--- src/rtl/regfile_pkg.sv ---
// Shared widths, the x0 constant and the operand entry carried from S1 into the
// output buffer of the regfile operand fetch block.
package regfile_pkg;

  localparam int XLEN  = 32;
  localparam int AW    = 4;
  localparam int TAGW  = 4;
  localparam int NREGS = 2 ** AW;

  localparam logic [AW-1:0] REG_ZERO = '0;

  typedef struct packed {
    logic [AW-1:0]   rs1_addr;
    logic [AW-1:0]   rs2_addr;
    logic [XLEN-1:0] rs1_data;
    logic [XLEN-1:0] rs2_data;
    logic [TAGW-1:0] tag;
  } operand_entry_t;

  // A write that lands in a real register (x0 writes are ignored) at address ra.
  function automatic logic reg_hit(input logic          wv,
                                   input logic [AW-1:0] wa,
                                   input logic [AW-1:0] ra);
    return wv && (wa == ra) && (wa != REG_ZERO);
  endfunction

endpackage

--- src/rtl/regfile_operand_fetch_fifo.sv ---
// Two-entry operand FIFO whose stored source data is refreshed by every live
// writeback whose address matches, so the head entry never presents stale data.
module operand_skid_fifo
  import regfile_pkg::*;
(
  input  logic            clk,
  input  logic            rst_n,
  input  logic            push,
  input  operand_entry_t  push_entry,
  input  logic            pop,
  input  logic            snoop_valid,
  input  logic [AW-1:0]   snoop_addr,
  input  logic [XLEN-1:0] snoop_data,
  output operand_entry_t  head_entry,
  output logic [1:0]      count
);

  operand_entry_t mem [2];
  logic           wr_ptr;
  logic           rd_ptr;

  always_ff @(posedge clk or negedge rst_n) begin
    if (!rst_n) begin
      mem[0] <= '0;
      mem[1] <= '0;
      wr_ptr <= 1'b0;
      rd_ptr <= 1'b0;
      count  <= 2'd0;
    end else begin
      // Snooping free slots is harmless: a push rewrites the whole entry.
      for (int i = 0; i < 2; i++) begin
        if (push && (wr_ptr == 1'(i))) begin
          mem[i] <= push_entry;
        end else if (snoop_valid) begin
          if (mem[i].rs1_addr == snoop_addr) mem[i].rs1_data <= snoop_data;
          if (mem[i].rs2_addr == snoop_addr) mem[i].rs2_data <= snoop_data;
        end
      end
      if (push) wr_ptr <= ~wr_ptr;
      if (pop)  rd_ptr <= ~rd_ptr;
      case ({push, pop})
        2'b10:   count <= count + 2'd1;
        2'b01:   count <= count - 2'd1;
        default: count <= count;
      endcase
    end
  end

  assign head_entry = mem[rd_ptr];

endmodule

--- src/rtl/regfile_operand_fetch.sv ---
// Operand fetch front end: issues regfile reads, resolves operands against
// writebacks one cycle later, and buffers complete pairs for execute.
module regfile_operand_fetch
  import regfile_pkg::*;
(
  input  logic            clk,
  input  logic            rst_n,
  // Handshakes (req_*, op_*): a transfer happens in every cycle where valid
  // and ready are both high; valid never depends on ready.
  input  logic            req_valid,
  output logic            req_ready,
  input  logic [AW-1:0]   req_rs1,
  input  logic [AW-1:0]   req_rs2,
  input  logic [TAGW-1:0] req_tag,
  input  logic            wb_valid,
  input  logic [AW-1:0]   wb_addr,
  input  logic [XLEN-1:0] wb_data,
  output logic            rs1_read,
  output logic [AW-1:0]   rs1_addr,
  input  logic [XLEN-1:0] rs1_rdata,
  output logic            rs2_read,
  output logic [AW-1:0]   rs2_addr,
  input  logic [XLEN-1:0] rs2_rdata,
  output logic            rd_write,
  output logic [AW-1:0]   rd_addr,
  output logic [XLEN-1:0] rd_wdata,
  output logic            op_valid,
  input  logic            op_ready,
  output logic [XLEN-1:0] op_rs1_data,
  output logic [XLEN-1:0] op_rs2_data,
  output logic [TAGW-1:0] op_tag
);

  logic            accept;
  logic            pop;
  logic            wb_live;
  logic [2:0]      occupancy;
  logic [1:0]      count;

  logic            s1_valid;
  logic [AW-1:0]   s1_rs1;
  logic [AW-1:0]   s1_rs2;
  logic [TAGW-1:0] s1_tag;
  logic            s1_byp1;
  logic            s1_byp2;
  logic [XLEN-1:0] s1_byp1_data;
  logic [XLEN-1:0] s1_byp2_data;

  operand_entry_t  s1_entry;
  operand_entry_t  head_entry;

  assign wb_live  = wb_valid && (wb_addr != REG_ZERO);
  assign rd_write = wb_live;
  assign rd_addr  = wb_addr;
  assign rd_wdata = wb_data;

  // S1 always drains into the buffer, so it counts against buffer space.
  assign pop       = op_valid && op_ready;
  assign occupancy = 3'(s1_valid) + 3'(count) - 3'(pop);
  assign req_ready = rst_n && (occupancy < 3'd2);
  assign accept    = req_valid && req_ready;

  // The S1 address registers double as the held read addresses when idle.
  assign rs1_read = accept && (req_rs1 != REG_ZERO);
  assign rs2_read = accept && (req_rs2 != REG_ZERO);
  assign rs1_addr = accept ? req_rs1 : s1_rs1;
  assign rs2_addr = accept ? req_rs2 : s1_rs2;

  always_ff @(posedge clk or negedge rst_n) begin
    if (!rst_n) begin
      s1_valid     <= 1'b0;
      s1_rs1       <= '0;
      s1_rs2       <= '0;
      s1_tag       <= '0;
      s1_byp1      <= 1'b0;
      s1_byp2      <= 1'b0;
      s1_byp1_data <= '0;
      s1_byp2_data <= '0;
    end else begin
      s1_valid <= accept;
      if (accept) begin
        s1_rs1       <= req_rs1;
        s1_rs2       <= req_rs2;
        s1_tag       <= req_tag;
        s1_byp1      <= reg_hit(wb_valid, wb_addr, req_rs1);
        s1_byp2      <= reg_hit(wb_valid, wb_addr, req_rs2);
        s1_byp1_data <= wb_data;
        s1_byp2_data <= wb_data;
      end
    end
  end

  // Newest value wins: S1-cycle writeback, then issue-cycle writeback, then regfile.
  always_comb begin
    s1_entry          = '0;
    s1_entry.rs1_addr = s1_rs1;
    s1_entry.rs2_addr = s1_rs2;
    s1_entry.tag      = s1_tag;
    if (s1_rs1 == REG_ZERO)                   s1_entry.rs1_data = '0;
    else if (reg_hit(wb_valid, wb_addr, s1_rs1)) s1_entry.rs1_data = wb_data;
    else if (s1_byp1)                         s1_entry.rs1_data = s1_byp1_data;
    else                                      s1_entry.rs1_data = rs1_rdata;
    if (s1_rs2 == REG_ZERO)                   s1_entry.rs2_data = '0;
    else if (reg_hit(wb_valid, wb_addr, s1_rs2)) s1_entry.rs2_data = wb_data;
    else if (s1_byp2)                         s1_entry.rs2_data = s1_byp2_data;
    else                                      s1_entry.rs2_data = rs2_rdata;
  end

  operand_skid_fifo u_fifo (
    .clk         (clk),
    .rst_n       (rst_n),
    .push        (s1_valid),
    .push_entry  (s1_entry),
    .pop         (pop),
    .snoop_valid (wb_live),
    .snoop_addr  (wb_addr),
    .snoop_data  (wb_data),
    .head_entry  (head_entry),
    .count       (count)
  );

  assign op_valid    = (count != 2'd0);
  assign op_rs1_data = head_entry.rs1_data;
  assign op_rs2_data = head_entry.rs2_data;
  assign op_tag      = head_entry.tag;

endmodule

--- config.mk ---
export PLATFORM = sky130hd
export DESIGN_NAME = regfile_operand_fetch
export DESIGN_NICKNAME = d
export VERILOG_FILES = /design/src/rtl/regfile_pkg.sv /design/src/rtl/regfile_operand_fetch_fifo.sv /design/src/rtl/regfile_operand_fetch.sv
export SDC_FILE = /design/constraint.sdc
export NUM_CORES = 1
export LEC_CHECK = 0
export ABC_CLOCK_PERIOD_IN_PS = 5600
export CAP_MARGIN = 25
export CORE_MARGIN = 4
export CORE_UTILIZATION = 50
export DETAILED_ROUTE_END_ITERATION = 10
export PLACE_DENSITY = 0.87
export SLEW_MARGIN = 20
export SYNTH_ARGS = -nofsm -noshare
export SYNTH_HDL_FRONTEND = slang
export SYNTH_SLANG_ARGS = --single-unit
--- constraint.sdc ---
create_clock -name clk -period 5.6 [get_ports clk]
set_input_delay 0.84 -clock clk [delete_from_list [all_inputs] [get_ports clk]]
set_output_delay 0.84 -clock clk [all_outputs]
set_load 0.02 [all_outputs]
==> reports/results.txt <==
Status = finished clean
Relative slew slack = 27.8%
Antenna-violating nets left = 0
Placed insts = 1365
Global-route wire length before repair = 53200 um
Final worst slack = 0.825 ns
Synth top cells by count = dfrtp_1, mux2_2, mux2i_1
Post-place setup slack = 0.813 ns
Post-route minimum period = 4.78 ns
Reg-to-reg endpoint = s1_byp2_data[13]
DRC viols = 0
Maximum vdd drop = 470 uV
Top_reg_cell synth = dfrtp_1
Crit end category = output port
Max incr delay on CP = 0.55 ns
EDFF count, synth = 0
Area contributors post-synth = dfrtp_1, mux2_2, mux2i_1
Total congestion overflow = 0
DIE AREA = 25200 sq um
Number of H-tree levels = 1
Top-count cell post-synth = dfrtp_1
Synth warn = 0
Core area = 22100 sq um
Worst-path clk slew = 0.06 ns
Register area share after synthesis = 44.8%
Critical path type = primary input to output port
Tightest Hold Check Type = primary input to asynchronous set/reset pin
Clock Latency Late Sink = 0.50 ns
Unrepaired setup endpoints after global routing = no
Share of layout cells above drive strength 1 = 23.1%
DRT Pass-1 Iters = 5
PortBufs = 233
Crit-path most repeated cell = clkdlybuf4s50_1
Routability Congestion = 0.782
Num rows = 54
Postcts setup bufs = 0
Power Density = 551 nW/um^2
Syn Inst Count = 951
Final setup TNS = 0 ns
Fmax achieved = 0.209 GHz
Max Clock Skew = 0.0122 ns
Critical-path cell list = clkdlybuf4s50_1 -> nand2_1 -> nor2_1 -> a21oi_1 -> nand2b_1 -> fa_1 -> xnor2_1 -> and3_1 -> nand2_2 -> mux2_2 -> clkdlybuf4s50_1
R2R setup slack = 2.54 ns
GRT Resource Usage Total = 26.7%
Die Y = 159 um
Reg2reg path depth = 10
Clk buf depth = 3
WL/cell = 24.1 um
Number of synthesized register bits = 203
Die width = 159 um
Post-Syn Nets = 1069
Root Driver = clkbuf_16
Detailed Place HPWL = 21300 um
FF+latch area = 5090 sq um
Antenna diodes = 0
Worst path required time = 4.76 ns
Vias = 8882
Startpoint types = primary input
Mean Syn Cell Area = 11.9 sq um
Lkg Pwr = 6.30 nW
CTS tree = built
IO Pins = 234
Fin. max-slew vios = 0
Post-synth ARST share = 100%
Reg2Reg Launch Point = u_fifo.count[1]
# setup viols final = 0
Post-cts sizing count = 0
CTS Buf Count = 23
Post-DR vias/cell = 6.33
Nets = 1228
Initial core utilization = 51.4%
Largest net degree at the start of global routing = 79
Final Hold Vio Count = 0
Antenna violations before repair = 0
Mapped Area = 11400 sq um
Post-Layout Cell Count = 1404
CTS Sinks = 203
Slowest cell on the critical path = clkdlybuf4s50_1
Synth top area share = 44.8%
Worst Tran Pin Value = 1.08 ns
Area taken by multi-input logic gates = 5700 sq um
Tcrit/Tclk final = 85.3%
MaxCap Viol Count = 0
Library cells used by synthesis = 32
Post-CTS Hold Fix Bufs = 0
Vias in the first global route = 9563
Largest area contributor in the netlist = dfrtp_1
Area Overhead vs Synth = 27.0%
Crit path DAT = 3.94 ns
First-iteration detailed-routing DRC count = 694
Crit path max fanout = 16
Util after Layout = 65.2%
Fill cells = 1659
Detailed Route WL = 33900 um
worst max-delay path by stage:
stage	startpoint	endpoint	depth (start not counted)
global route	op_ready	rs1_addr[1]	11
global placement	op_ready	rs1_addr[0]	11
detailed placement	op_ready	rs1_addr[1]	11
CTS	op_ready	rs1_addr[1]	11
finish	op_ready	rs1_addr[1]	11
floorplan	op_ready	rs1_addr[3]	10
flip-flops by register name, indices dropped and copies added (netlist names):
signal         cells
s1_byp1            1
s1_byp2            1
s1_byp2_data      32
s1_rs1             4
s1_rs2             4
s1_tag             4
s1_valid           1
u_fifo.count       2
u_fifo.mem       152
u_fifo.rd_ptr      1
u_fifo.wr_ptr      1
power by group:
group          internal, W  switching (W)
clock             0.000835       0.000590
combinational      0.00200        0.00178
sequential         0.00217       0.000569
total              0.00501        0.00294
layout by cell type, fill, tap and decap left out, types with 13 or more instances in the layout:
cell,instances
mux2_2,188
dfrtp_1,200
o22ai_1,64
and3_1,65
xnor2_1,23
clkbuf_16,23
nand2_1,42
mux2i_1,128
clkdlybuf4s50_1,232
xor2_1,13
a221o_1,64
buf_4,14
per-layer routing:
layer,global-route usage (%),vias up,wire (um)
li1,-,3862,-
met1,35.9,4515,13500
met3,5.33,66,2770
met5,0,-,0
met4,8.94,0,886
met2,43.6,439,16700
per-stage QoR:
step                      total power (W)  hold WS [ns]  instance area [sq um]
final                             0.00794         0.386                  14400
after global routing              0.00837         0.424                  14400
after CTS                         0.00796         0.399                  14400
after detailed placement          0.00649         0.463                  13700
after global placement            0.00632         0.455                  13600
after floorplan                   0.00495         0.442                  11400
layout make-up:
class | count | area share [%]
Sequential cell | 203 | 35.3
Clock inverter | 4 | 0.200
Multi-Input combinational cell | 628 | 39.6
Timing Repair Buffer | 251 | 17.7
Tap cell | 280 | 2.43
Inverter | 3 | 0.0781
Clock buffer | 35 | 4.72
logic make-up (layout without fill, tap and decap cells):
logic type               Yosys count  in the layout  share of synthesized area [%]
flip-flops                       203            203                           44.8
adder cells (fa/ha/maj)            1              1                          0.176
AND/OR/NAND/NOR                  137            137                           6.70
buffers and inverters            120            293                           5.60
multiplexers                     316            316                           29.9
XOR/XNOR                          36             36                           2.78
AO/OA/AOI/OAI                    138            138                           10.1
worst max-delay path, delay by kind of cell:
kind / cells / cell delay [ns]
xor+xnor: 1 / 0.16
fa+ha+maj: 1 / 0.44
buf+inv: 2 / 1.07
simple gates: 5 / 0.94
compound gates: 1 / 0.09
mux: 1 / 0.40
Power figures use the tool's default switching activity.
